==> src/rtl/instr_queue_pkg.sv <==
// Shared frontend definitions: instruction-queue depth and the per-entry payload
// that is carried from fetch to decode.
package instr_queue_pkg;

    localparam int unsigned IQ_DEPTH = 8;

    typedef struct packed {
        logic [31:2] instr;
        logic [31:0] pc;
        logic        pre_direction;
        logic [31:0] pre_pc;
        logic        is_compressed;
    } iq_entry_t;

endpackage : instr_queue_pkg

==> src/rtl/instr_queue.sv <==
// Dual-issue fetch-to-decode instruction queue: circular buffer, two pushes and
// two pops per cycle, flush on redirect.
module instr_queue
    import instr_queue_pkg::*;
#(
    parameter int unsigned DEPTH = IQ_DEPTH
) (
    input  logic                       clk,
    input  logic                       reset,
    input  logic                       flush,

    input  logic                       valid_if_1,
    input  logic                       valid_if_2,
    input  logic [31:2]                instr_if_1,
    input  logic [31:2]                instr_if_2,
    input  logic [31:0]                pc_if_1,
    input  logic [31:0]                pc_if_2,
    input  logic                       pre_direction_if_1,
    input  logic                       pre_direction_if_2,
    input  logic [31:0]                pre_pc_if_1,
    input  logic [31:0]                pre_pc_if_2,
    input  logic                       instr_is_compressif_1,
    input  logic                       instr_is_compressif_2,
    output logic                       ready_if,

    input  logic                       de_ready,
    output logic                       valid_de_1,
    output logic                       valid_de_2,
    output logic [31:2]                instr_de_1,
    output logic [31:2]                instr_de_2,
    output logic [31:0]                pc_de_1,
    output logic [31:0]                pc_de_2,
    output logic                       pre_direction_de_1,
    output logic                       pre_direction_de_2,
    output logic [31:0]                pre_pc_de_1,
    output logic [31:0]                pre_pc_de_2,
    output logic                       instr_is_compressde_1,
    output logic                       instr_is_compressde_2,

    output logic [$clog2(DEPTH):0]     iq_count
);

    localparam int unsigned PTR_W = $clog2(DEPTH);
    localparam int unsigned CNT_W = PTR_W + 1;

    iq_entry_t mem [DEPTH];

    logic [PTR_W-1:0] head_q, head_d;
    logic [PTR_W-1:0] tail_q, tail_d;
    logic [CNT_W-1:0] count_q, count_d;

    logic [PTR_W-1:0] head_p1;
    logic [PTR_W-1:0] tail_p1;
    logic [1:0]       push_cnt;
    logic [1:0]       pop_cnt;
    logic             wr_en_1;
    logic             wr_en_2;

    iq_entry_t        wr_entry_1;
    iq_entry_t        wr_entry_2;
    iq_entry_t        rd_entry_1;
    iq_entry_t        rd_entry_2;

    assign head_p1 = head_q + PTR_W'(1);
    assign tail_p1 = tail_q + PTR_W'(1);

    // Acceptance looks only at registered occupancy, so fetch never depends on decode's ready.
    assign ready_if = (count_q <= CNT_W'(DEPTH - 2));

    assign push_cnt = ready_if ? {valid_if_1 & valid_if_2, valid_if_1 & ~valid_if_2} : 2'd0;
    assign pop_cnt  = !de_ready        ? 2'd0 :
                      (count_q >= 2)   ? 2'd2 : count_q[1:0];

    assign wr_en_1 = !reset && !flush && (push_cnt != 2'd0);
    assign wr_en_2 = !reset && !flush && (push_cnt == 2'd2);

    assign wr_entry_1 = '{instr: instr_if_1, pc: pc_if_1, pre_direction: pre_direction_if_1,
                          pre_pc: pre_pc_if_1, is_compressed: instr_is_compressif_1};
    assign wr_entry_2 = '{instr: instr_if_2, pc: pc_if_2, pre_direction: pre_direction_if_2,
                          pre_pc: pre_pc_if_2, is_compressed: instr_is_compressif_2};

    // NOTE: next-state logic uses blocking assignments with defaults first, so no latch is inferred.
    always_comb begin
        head_d  = head_q;
        tail_d  = tail_q;
        count_d = count_q;
        if (flush) begin
            head_d  = '0;
            tail_d  = '0;
            count_d = '0;
        end else begin
            head_d  = head_q + PTR_W'(pop_cnt);
            tail_d  = tail_q + PTR_W'(push_cnt);
            count_d = count_q + CNT_W'(push_cnt) - CNT_W'(pop_cnt);
        end
    end

    // NOTE: registers use non-blocking assignments so every flop samples pre-edge values.
    always_ff @(posedge clk) begin
        if (reset) begin
            head_q  <= '0;
            tail_q  <= '0;
            count_q <= '0;
        end else begin
            head_q  <= head_d;
            tail_q  <= tail_d;
            count_q <= count_d;
        end
    end

    // NOTE: storage is deliberately not reset; occupancy gating hides stale entries.
    always_ff @(posedge clk) begin
        if (wr_en_1) mem[tail_q]  <= wr_entry_1;
        if (wr_en_2) mem[tail_p1] <= wr_entry_2;
    end

    assign valid_de_1 = (count_q >= CNT_W'(1));
    assign valid_de_2 = (count_q >= CNT_W'(2));

    assign rd_entry_1 = valid_de_1 ? mem[head_q]  : '0;
    assign rd_entry_2 = valid_de_2 ? mem[head_p1] : '0;

    assign instr_de_1            = rd_entry_1.instr;
    assign pc_de_1               = rd_entry_1.pc;
    assign pre_direction_de_1    = rd_entry_1.pre_direction;
    assign pre_pc_de_1           = rd_entry_1.pre_pc;
    assign instr_is_compressde_1 = rd_entry_1.is_compressed;

    assign instr_de_2            = rd_entry_2.instr;
    assign pc_de_2               = rd_entry_2.pc;
    assign pre_direction_de_2    = rd_entry_2.pre_direction;
    assign pre_pc_de_2           = rd_entry_2.pre_pc;
    assign instr_is_compressde_2 = rd_entry_2.is_compressed;

    assign iq_count = count_q;

endmodule : instr_queue
==> config.mk <==
export PLATFORM = sky130hd
export DESIGN_NAME = instr_queue
export DESIGN_NICKNAME = d
export VERILOG_FILES = /design/src/rtl/instr_queue_pkg.sv /design/src/rtl/instr_queue.sv
export SDC_FILE = /design/constraint.sdc
export NUM_CORES = 1
export LEC_CHECK = 0
export CAP_MARGIN = 15
export CORE_MARGIN = 5
export CORE_UTILIZATION = 30
export CTS_BUF_LIST = sky130_fd_sc_hd__clkbuf_8 sky130_fd_sc_hd__clkbuf_16
export DETAILED_ROUTE_END_ITERATION = 10
export GPL_TIMING_DRIVEN = 0
export MAX_ROUTING_LAYER = met4
export PLACE_DENSITY = 0.45
export SLEW_MARGIN = 20
export SYNTH_ARGS = -nofsm -noshare
export SYNTH_HDL_FRONTEND = slang
export SYNTH_SLANG_ARGS = --single-unit
==> constraint.sdc <==
create_clock -name clk -period 12.5 [get_ports clk]
set_input_delay 1.875 -clock clk [delete_from_list [all_inputs] [get_ports clk]]
set_output_delay 1.875 -clock clk [all_outputs]
set_load 0.03 [all_outputs]
==> Word-level counts from Yosys, hierarchy flattened <==
Memory sizes are Yosys's and may differ from the RTL's. A register that Yosys moved wholly into a read port is not among the register bits.
Index checks and enable logic that the tools add are counted.
{ "word_totals": {"register_bits": 10, "ram_bits": 768, "input_bits": 198, "elab_cells": 35, "out_inout_bits": 199, "n_memories": 1} }
{ "mem_list": {"columns": ["memory", "words", "width", "read_ports", "rd_ports_with_merged_regs", "write_ports", "line_no", "rtl"], "rows": [
  ["mem", 8, 96, 2, 1, 2, "instr_queue.sv:46", "iq_entry_t mem [DEPTH];"]
]} }
{ "classes": {"n_eq_ne": 1, "n_lt_le_gt_ge": 4, "n_reduce_logical": 7, "add_sub_neg": 6, "bitwise": 3, "mux": 10} }
{ "op_table": {"columns": ["op", "n"], "rows": [
  ["2-to-1 mux 96 bit", 2],
  ["greater-or-equal comparator 4 x 2 -> 1 bit (second input constant)", 2],
  ["adder 3 x 1 -> 3 bit (second input constant)", 2],
  ["adder 3 x 2 -> 3 bit", 2],
  ["2-to-1 mux 2 bit", 3],
  ["adder 4 x 2 -> 4 bit", 1],
  ["greater-or-equal comparator 4 x 1 -> 1 bit (second input constant)", 1],
  ["less-or-equal comparator 4 x 3 -> 1 bit (second input constant)", 1],
  ["2-to-1 mux 1 bit", 4],
  ["subtractor 4 x 2 -> 4 bit", 1],
  ["logical AND 1 bit", 3],
  ["2-to-1 mux 3 bit", 1],
  ["bitwise AND 1 bit", 2],
  ["== test 2 bit (second input constant)", 1],
  ["logical NOT 1 bit", 2],
  ["nonzero test 2 bit", 1],
  ["OR reduction 2 bit", 1],
  ["NOT 1 bit", 1]
]} }

==> Logic depth before layout (Yosys ltp) <==
Gate-level depths: netlist (run 1).
{ "logic_depth": {"word_depth": 7, "mapped_depth": 14, "depth_no_buf": 13} }

==> Worst setup path after synthesis (run 1) <==
OpenSTA, ideal clock, no wires.
{ "synth_path": {"path_type": "in2reg", "from": "input flush", "to": "memory mem[5][0] in the netlist's numbering (enable)", "arrival_ps": 9134, "n_path_buf": 0, "t_required_ps": 11817, "setup_time_ps": 683, "stages": 4, "path_slack_ps": 2683, "path_cell_list": "nor2_1 -> and4_1 -> inv_1 -> o21ai_0"} }
{ "synth_rtl": {"columns": ["item", "line_no", "rtl"], "rows": [
  ["from (decl)", "instr_queue.sv:10", "input logic flush,"],
  ["to (decl)", "instr_queue.sv:46", null]
]} }

==> Worst setup path after layout (run 1) <==
{ "layout_path": {"from": "register head_q[0]", "to": "output instr_de_2[27] in the netlist's numbering"} }
{ "layout_between": {"elab_chain_cells": 3} }
{ "layout_rtl": {"columns": ["item", "line_no", "rtl"], "rows": [
  ["from (decl)", "instr_queue.sv:48", "logic [PTR_W-1:0] head_q, head_d;"],
  ["from (signal assigned)", "instr_queue.sv:101", "head_q <= '0;"],
  ["from (signal assigned)", "instr_queue.sv:105", "head_q <= head_d;"],
  ["adder 3 x 1 -> 3 bit", "instr_queue.sv:64", "assign head_p1 = head_q + PTR_W'(1);"],
  ["memory read (8 x 96 bit)", null, null],
  ["2-to-1 mux 96 bit", "instr_queue.sv:121", "assign rd_entry_2 = valid_de_2 ? mem[head_p1] : '0;"],
  ["to (decl)", "instr_queue.sv:30", "output logic [31:2] instr_de_2,"]
]} }
Every way passes these cells.

==> summary.txt, run 1 <==
outcome: complete, no violations
worst path required time: 10.62 ns
share of cells above drive strength 1: 0.2963
global-route wire length before repair: 261.1 mm
Met1 Wirelength: 80.78 mm
largest net degree at the start of global routing: 17
Crit path largest cell delay: 0.66 ns
number of buffers created by CTS: 96
Netlist cell types: 38
Final setup viols: 0
top sig layer: met4
H-Tree Level Count: 3
commonest non-fill, non-tap cell in the layout: nand2_1
RSZ-0062 raised after global routing: no
Die Height: 398.9 um
total number of vias: 33290
CTS tree: built
RePlAce Congestion: 0.8292
metal2 WL: 88.48 mm
row count: 142
Setup Total Neg Slack: 0 ns
slack of the critical path: 5.736 ns
port bufs: 396
Hold Vio Cnt, Final: 0
Post-Syn Area: 45370 um2
FMAX: 147.8 MHz
Max IR drop VDD: 0.00009593 V
Worst Tran Pin Value: 1.223 ns
Crit. End Element: output port
largest cells by area after synthesis: edfxtp_1, mux2_2, mux4_2, nand2_1, a21oi_1
crit-path max FO: 10
clock group share of total power: 0.343
Buf/Inv on CP: 4
clock latency on the worst-skew pair: 0.71 ns
Worst Path Arrival: 4.89 ns
cell mode on critical path: clkbuf_1
cell count after synthesis: 3549
MaxCap Viol Count: 0
clock buffer depth: 3
core area: 150100 um2
Worst slew margin: 0.1846
# clock sinks: 778
Leakage: 19.60 nW
Clk pin slew, worst setup/hold paths: 0.06 ns
I/O Pins: 397
total gr overflow: 0
die area: 159100 um2
vias per cell: 5.345
Hold Path Class: register to register
Placement Setup Slack: 6.508 ns
final hold slack: 0.6196 ns
Starting Density: 0.3022
fin nets: 4319
P_sw: 0.002717 W
Yosys top cell by area: edfxtp_1
Post-CTS Resized: 0
CTS hold repair buffers: 0
WL met3: 14.81 mm
final max-slew violation count: 0
aggregate global-route resource usage: 0.2381
Combinational Power Share: 0.295
Setup Fix Bufs, Post-CTS: 0
Avg WL per Cell: 30.48 um
top cell type's share of synthesized area: 0.5083
CP max stage cell: clkbuf_1
#FFs+latches synth: 778
Startpoint Class: register
Worst path top cell family by delay: buffers and inverters
Root Driver: clkbuf_16
part of the power in registers: 0.362
DRT Pass-1 Iters: 5
cells along the critical path: clkbuf_1 > nand3b_1 > buf_2 > clkbuf_1 > a21oi_1 > or4_1 > clkdlybuf4s50_1
Die X: 398.9 um
ANT nets after route: 0
final clock skew: 0.01915 ns
Syn Nets: 3761
P&R area growth vs syn: 25.16%
Period minus WS final: 6.764 ns
sequential fraction of the synthesis area: 0.5127
Crit Path Class: register to output port
mean area per synthesized cell: 12.79 um2
final design utilization: 0.3783
vias in the first global route: 33970
HPWL Detailed: 127.2 mm
Synth Warn #: 0
Final period util: 0.5411
1st-iter DRT viols: 2894
final wirelength: 189.8 mm
initial antenna violation count: 31
most frequent cells in the layout: nand2_1, edfxtp_1, mux2_2
switching fraction of total power: 0.3344
PwrDens: 143.1 nW/um2
drt drc: 0
internal power: 0.005408 W
fill count: 14470
[per-layer routing]
metal  vias up  global-route usage
met4         0             0.07050
met3       305             0.05368
met2      1411              0.3737
met5         -                   -
met1     16990              0.3095
li1      14590                   -
[metrics by stage]
stage	instance area (um2)	power, W	cells
after floorplan	45370	0.004257	3549
after global placement	51860	0.005407	5961
after detailed placement	53670	0.005404	6025
after CTS	56720	0.008203	6201
after global routing	56770	0.008393	6219
final	56790	0.008125	6228
[cells by family after synthesis]
family,synth area share
adders and majority gates,0.004357
xor gates and xnor gates,0.001351
buffers and inverters,0.02959
DFF,0.5127
AOI/OAI and AO/OA,0.04379
muxes,0.3140
and+or+nand+nor,0.09422
[flip-flops by register name, summed over array words and instances (netlist names)]
register  count
head_q        3
iq_count      4
mem         768
tail_q        3
[layout make-up]
type                    instances  area, um2  share of cell area
flip-flops and latches        778      23260              0.4096
multi-input cells            2485      20870              0.3674
repair buffers                460       5655             0.09958
well taps                    2016       2522             0.04442
clock buffers                  98       2452             0.04318
plain buffers                 274       1314             0.02313
clock inverters                78      605.6             0.01066
diodes                         27      67.56            0.001190
inverters                      12      45.04           0.0007931
[power by group through the flow]
stage / Clock, W / Combinational, W / Sequential (W)
after floorplan: 0 / 0.00125 / 0.00300
after global placement: 0 / 0.00238 / 0.00303
after detailed placement: 0 / 0.00241 / 0.00299
after CTS: 0.00284 / 0.00242 / 0.00294
after global routing: 0.00294 / 0.00251 / 0.00294
final: 0.00279 / 0.00240 / 0.00294
[worst min-delay path, delay by kind of cell, from the launching register on]
kind	cells	cell delay (ns)
flops	1	0.36
simple gates	1	0.10
fa+ha+maj	1	0.14
[synthesized netlist by cell type]
library cell,instances
or3b_1,1
xor2_1,3
or4_1,96
nor3_1,1
buf_6,13
ha_1,11
and4_1,1
nor2_1,110
edfxtp_1,768
o21ai_0,8
nand3_1,2
mux2i_1,96
nand3b_2,1
nor2_2,1
a21o_1,2
nand3_2,8
fa_1,3
mux2_1,78
xnor2_1,4
mux2_2,612
nand3b_1,1
buf_4,14
mux4_2,192
nand2b_1,4
buf_2,95
nand4b_1,2
or2_2,1
a21oi_1,386
mux2i_4,1
and2_1,6
buf_1,33
mux2_4,78
dfxtp_1,10
nand4_1,1
clkbuf_1,119
nand2_1,774
inv_1,12
or2_1,1
[worst paths after layout]
check | start | to | slack, ns | cells after the start
max | head_q[0] | instr_de_2[27] | 5.74 | 7
min | head_q[0] | head_q[0] | 0.62 | 2
max reg2reg | iq_count[3] | mem[4][36] | 8.66 | 12
min reg2reg | head_q[0] | head_q[0] | 0.62 | 2
(Power assumes the default switching activity.)
==> inputs of run 2 (changes only) <==
Clock period 12.5 ns to 6.4 ns, I/O delays scaled along.
==> results of run 2 <==
The final DEF is identical to that of run 1. Status: complete, no violations.
Main changes from that run: setup slack after placement 6.508 ns -> 1.323 ns; setup slack after layout 5.736 ns -> 0.5511 ns; register-to-register setup slack 8.66 ns -> 2.56 ns; total power 0.008125 W -> 0.01587 W; worst IR drop on VDD 0.00009593 V -> 0.0001874 V
